<file path="config.mk">
export PLATFORM = sky130hd
export DESIGN_NAME = spi_word
export DESIGN_NICKNAME = d
export VERILOG_FILES = /design/src/rtl/spi_word_pkg.sv /design/src/rtl/spi_sync_edge.sv /design/src/rtl/spi_word.sv
export SDC_FILE = /design/constraint.sdc
export NUM_CORES = 1
export LEC_CHECK = 0
export CORE_MARGIN = 4
export CORE_UTILIZATION = 35
export CTS_BUF_LIST = sky130_fd_sc_hd__clkbuf_8 sky130_fd_sc_hd__clkbuf_16
export DETAILED_ROUTE_END_ITERATION = 6
export PLACE_DENSITY_LB_ADDON = 0.08
export SKIP_LAST_GASP = 1
export SLEW_MARGIN = 20
export SYNTH_ARGS = -nofsm -noshare
export SYNTH_HDL_FRONTEND = slang
export SYNTH_HIERARCHICAL = 1
export SYNTH_SLANG_ARGS = --single-unit
</file>
<file path="constraint.sdc">
create_clock -name clk -period 2.29 [get_ports clk]
set_clock_uncertainty 0.05 [all_clocks]
set_input_delay 0.458 -clock clk [delete_from_list [all_inputs] [get_ports clk]]
set_output_delay 0.458 -clock clk [all_outputs]
set_load 0.02 [all_outputs]
</file>
<file path="src/rtl/spi_word_pkg.sv">
// Shared word geometry and types for the SPI word peripheral.
package spi_word_pkg;

    localparam int WORD_BITS      = 64;
    localparam int BYTE_BITS      = 8;
    localparam int BYTES_PER_WORD = 8;

    typedef logic [WORD_BITS-1:0] spi_word_t;

endpackage

</file>
<file path="src/rtl/spi_sync_edge.sv">
// Multi-flop synchroniser for one asynchronous input, with rise/fall
// detection taken from the last two synchronised samples.
module spi_sync_edge #(
    parameter int SYNC_STAGES = 2
) (
    input  logic clk,
    input  logic resetn,
    input  logic d_i,
    output logic q_o,
    output logic rise_o,
    output logic fall_o
);

    logic [SYNC_STAGES-1:0] sync_q;
    logic                   prev_q;

    // Shift the raw input through the synchroniser chain and keep one extra sample for edges.
    always_ff @(posedge clk or negedge resetn) begin
        if (!resetn) begin
            sync_q <= '0;
            prev_q <= 1'b0;
        end else begin
            sync_q <= {sync_q[SYNC_STAGES-2:0], d_i};
            prev_q <= sync_q[SYNC_STAGES-1];
        end
    end

    assign q_o    = sync_q[SYNC_STAGES-1];
    assign rise_o = sync_q[SYNC_STAGES-1] & ~prev_q;
    assign fall_o = ~sync_q[SYNC_STAGES-1] & prev_q;

endmodule

</file>
<file path="src/rtl/spi_word.sv">
// SPI mode-0 peripheral moving 64-bit words. Bytes travel LSB-byte first,
// each byte MSB first. All pins are oversampled in the clk domain.
module spi_word
    import spi_word_pkg::*;
#(
    parameter int SYNC_STAGES = 2
) (
    input  logic                 clk,
    input  logic                 resetn,
    input  logic                 SCK,
    input  logic                 CS,
    input  logic                 COPI,
    output logic                 CIPO,
    input  logic [WORD_BITS-1:0] word_send_data,
    output logic                 word_received,
    output logic [WORD_BITS-1:0] word_data_received
);

    logic sck_s, sck_rise, sck_fall;
    logic cs_s, cs_rise, cs_fall;
    logic copi_s, copi_rise, copi_fall;
    logic unused_edges;

    spi_sync_edge #(.SYNC_STAGES(SYNC_STAGES)) u_sync_sck (
        .clk(clk), .resetn(resetn), .d_i(SCK),
        .q_o(sck_s), .rise_o(sck_rise), .fall_o(sck_fall)
    );

    spi_sync_edge #(.SYNC_STAGES(SYNC_STAGES)) u_sync_cs (
        .clk(clk), .resetn(resetn), .d_i(CS),
        .q_o(cs_s), .rise_o(cs_rise), .fall_o(cs_fall)
    );

    // COPI shares the chain depth of SCK so the sample seen on an SCK rise
    // is the bit the host held stable across that edge.
    spi_sync_edge #(.SYNC_STAGES(SYNC_STAGES)) u_sync_copi (
        .clk(clk), .resetn(resetn), .d_i(COPI),
        .q_o(copi_s), .rise_o(copi_rise), .fall_o(copi_fall)
    );

    assign unused_edges = cs_rise ^ cs_fall ^ copi_rise ^ copi_fall;

    logic [2:0]            bit_cnt_q, bit_cnt_d;
    logic [2:0]            byte_cnt_q, byte_cnt_d;
    logic [BYTE_BITS-1:0]  byte_q, byte_d;
    spi_word_t             asm_q, asm_d;
    spi_word_t             tx_q, tx_d;
    spi_word_t             rx_word_q, rx_word_d;
    logic                  strobe_q, strobe_d;
    logic                  cipo_q, cipo_d;

    logic                  selected;
    logic                  capture;
    logic                  at_boundary;
    logic [BYTE_BITS-1:0]  new_byte;

    assign selected    = ~cs_s;
    assign capture     = sck_rise & selected;
    assign at_boundary = (bit_cnt_q == 3'd0) && (byte_cnt_q == 3'd0);
    assign new_byte    = {byte_q[BYTE_BITS-2:0], copi_s};

    // Next-state for counters, assembly, transmit word and CIPO.
    always_comb begin
        bit_cnt_d  = bit_cnt_q;
        byte_cnt_d = byte_cnt_q;
        byte_d     = byte_q;
        asm_d      = asm_q;
        tx_d       = tx_q;
        rx_word_d  = rx_word_q;
        strobe_d   = 1'b0;
        cipo_d     = cipo_q;

        // The outgoing word is only latched between words so a mid-word
        // change of word_send_data waits for the next word.
        if (at_boundary && !sck_rise) begin
            tx_d = word_send_data;
        end

        if (!selected) begin
            // Deselect abandons any partial word; the received output is kept.
            bit_cnt_d  = 3'd0;
            byte_cnt_d = 3'd0;
            cipo_d     = 1'b0;
        end else begin
            if (capture) begin
                byte_d    = new_byte;
                bit_cnt_d = bit_cnt_q + 3'd1;
                if (bit_cnt_q == 3'd7) begin
                    asm_d[{byte_cnt_q, 3'b000} +: BYTE_BITS] = new_byte;
                    byte_cnt_d = byte_cnt_q + 3'd1;
                    if (byte_cnt_q == 3'd7) begin
                        rx_word_d = {new_byte, asm_q[WORD_BITS-BYTE_BITS-1:0]};
                        strobe_d  = 1'b1;
                    end
                end
            end

            // {byte, ~bit} is the wire-order index 8*byte + (7 - bit).
            if (sck_fall) begin
                cipo_d = tx_q[{byte_cnt_q, ~bit_cnt_q}];
            end else if (at_boundary && !sck_s) begin
                cipo_d = tx_q[7];
            end
        end
    end

    // State registers; reset returns every register to zero at once.
    always_ff @(posedge clk or negedge resetn) begin
        if (!resetn) begin
            bit_cnt_q  <= 3'd0;
            byte_cnt_q <= 3'd0;
            byte_q     <= '0;
            asm_q      <= '0;
            tx_q       <= '0;
            rx_word_q  <= '0;
            strobe_q   <= 1'b0;
            cipo_q     <= 1'b0;
        end else begin
            bit_cnt_q  <= bit_cnt_d;
            byte_cnt_q <= byte_cnt_d;
            byte_q     <= byte_d;
            asm_q      <= asm_d;
            tx_q       <= tx_d;
            rx_word_q  <= rx_word_d;
            strobe_q   <= strobe_d;
            cipo_q     <= cipo_d;
        end
    end

    assign CIPO               = cipo_q;
    assign word_received      = strobe_q;
    assign word_data_received = rx_word_q;

endmodule

</file>
==> out/metrics.yaml <==
drc: 0
critical_path.cell_chain: "buf_4 -> mux4_1 -> mux2i_1 -> nor3_1 -> a2111oi_1 -> a211oi_1"
dr_total_vias: 5158
power_leakage_nw: 5.062
finalNonFillerCells: 1098
dieArea_um2: 26710
setup_viol: 0
syn_inst: 603
period_needed_ns: 2.155
grt-ovfl-total: 0
syn_area_um2: 8454
clock-sinks: 206
rows: 56
clk_path_buf_depth: 3
cts_made_buffers: 24
power_density_nw_per_um2: 773.2
crit_type: "reg -> reg"
yosys_warnings: 6
die_y_um: 163.4
cts_max_level: 1
die_w_um: 163.4
use_met3_pct: 2.725
drt_iter0_drc: 183
port_buffers: 134
dpl-instance-area_um2: 10340
core_area_um2: 23610
area_growth_pct: 32.01
syn_avg_cell_area_um2: 14.02
ant_nets: 0
peakVddDrop_uv: 374.9
worstSetupPathDepth: 6
worst_pin_slew_ns: 0.5696
critPathSlowestCell: "mux4_1"
maxCapViolCount: 0
hold_viol_final: 0
dpl.hpwl_um: 13180
via_per_inst: 4.698
crit_buf_inv: 1
io_pins: 135
track_usage_pct: 14.18
initial_utilization_pct: 35.80
crit_arrival_ns: 2.47
drv_slew: 0
syn_nets: 682
finalCritPeriodShare_pct: 94.09
busiest_layer: "met2"
clockRootBuffer: "clkbuf_16"
antenna_found_initial: 0
wl_per_cell_um: 16.97
holdCritPathClass: "reg -> reg"
grt_pass1_wl_um: 30400
slew_headroom_pct: 61.91
final_area_um2: 11160
hold_depth: 0
nets: 841
reg2reg_depth: 6
worst_path_largest_cell_delay_ns: 0.58
outcome: "finished clean"
grtUsageMet1_pct: 19.10
routabilityCongestion: 0.7380
finalSetupTns_ns: 0
grtUsageMet2_pct: 23.92
grt_start_max_net_pins: 65
dp.cells: 1054
critPathTopFamily: "multiplexers"
p_total_mw: 8.629
firstDrtPassIters: 4
max_freq_mhz: 464.1
insertion_delay_ns: 0.50
rsz0062_at_grt: "no"
grt_pass1_vias: 5642
wl_um: 18630
worstPathRequired_ns: 2.61
clk_pin_slew_worst_paths_ns: 0.06
cp_max_fo: 9
startpoint_type: "flop"
cts_tree: "done"
postCtsSetupBuffers: 0
drive_above_1_share_pct: 27.86
endpoint_kind: "flop"
n_antenna_cell: 0
## placed cells by master (no fill, tap or decap), types with 2 or more instances in the layout
cell type	n
nand4_1	2
nand2_1	69
bufinv_16	2
clkdlybuf4s50_1	133
a21oi_1	5
mux2_2	139
nor3b_1	2
inv_1	28
o21ai_0	37
mux2i_1	25
clkinv_2	3
xnor2_1	2
mux4_2	7
clkbuf_16	25
dfrtp_1	206
ha_1	9
nor2b_1	3
mux4_1	7
nand2_2	2
nor3_1	5
buf_12	5
nor2_1	9
buf_4	20
nand3_1	4
a211oi_1	2
and2_1	3
clkbuf_8	6
## power breakdown
part | total, mW | switching [mW] | internal (mW)
sequential | 4.14 | 0.262 | 3.87
clock | 3.75 | 1.41 | 2.34
combinational | 0.739 | 0.285 | 0.454
total | 8.63 | 1.96 | 6.67
## timing repair
item | CTS | global route
gates resized for setup | 0 | 2
hold buffers | 1 | 0
endpoints found under the hold margin | 50 | 0
setup endpoints to repair | 0 | 10
## flip-flops by register name, summed over array words and instances (netlist names)
| register | cells |
|---|---|
| u_sync_sck/sync_q | 2 |
| bit_cnt_q | 3 |
| word_received | 1 |
| asm_q | 56 |
| u_sync_cs/sync_q | 2 |
| u_sync_sck/prev_q | 1 |
| byte_q | 7 |
| CIPO | 1 |
| u_sync_copi/sync_q | 2 |
| byte_cnt_q | 3 |
| tx_q | 64 |
| word_data_received | 64 |
## cell type report
type,count,area [um^2]
multi-input cells,348,3119
clock inverters,13,105.1
well taps,319,399.1
clock buffers,30,694.4
fillers,2097,12450
inverters,22,82.58
repair buffers,160,1605
flip-flops and latches,206,5155
## through the flow
step                utilization (%)  hold slack, ns  setup slack, ns
finish                        47.27          0.3069           0.1353
global route                  47.27          0.3208          0.02685
CTS                           47.23          0.3111           0.1199
detailed placement            43.80          0.2971           0.1325
global placement              43.80          0.2823           0.1527
floorplan                         -          0.1124          0.03258
## layer usage
metal  wire length (um)  part of all wire [%]
met1               8313                    45
met2               8993                    48
met3                977                   5.2
met4                346                   1.9
met5                  0                     0
## path summary, 6_finish.rpt
| check | to | start | slack [ns] |
|---|---|---|---|
| hold reg to reg | u_sync_cs/sync_q[1] | u_sync_cs/sync_q[0] | 0.31 |
| setup / recovery | CIPO | bit_cnt_q[0] | 0.14 |
| max in group asynchronous | tx_q[40] | resetn | 1.05 |
| setup reg to reg | CIPO | bit_cnt_q[0] | 0.14 |
| hold / removal | u_sync_cs/sync_q[1] | u_sync_cs/sync_q[0] | 0.31 |
| min in group asynchronous | word_data_received[4] | resetn | 0.45 |
## worst reg2reg max path, delay by kind of cell, from the launching register on
kind	cells	cell delay, ns
buf+inv	1	0.21
mux	2	0.80
flops	1	0.35
simple gates	1	0.07
compound gates	2	0.54
Power figures use the tool's default switching activity.
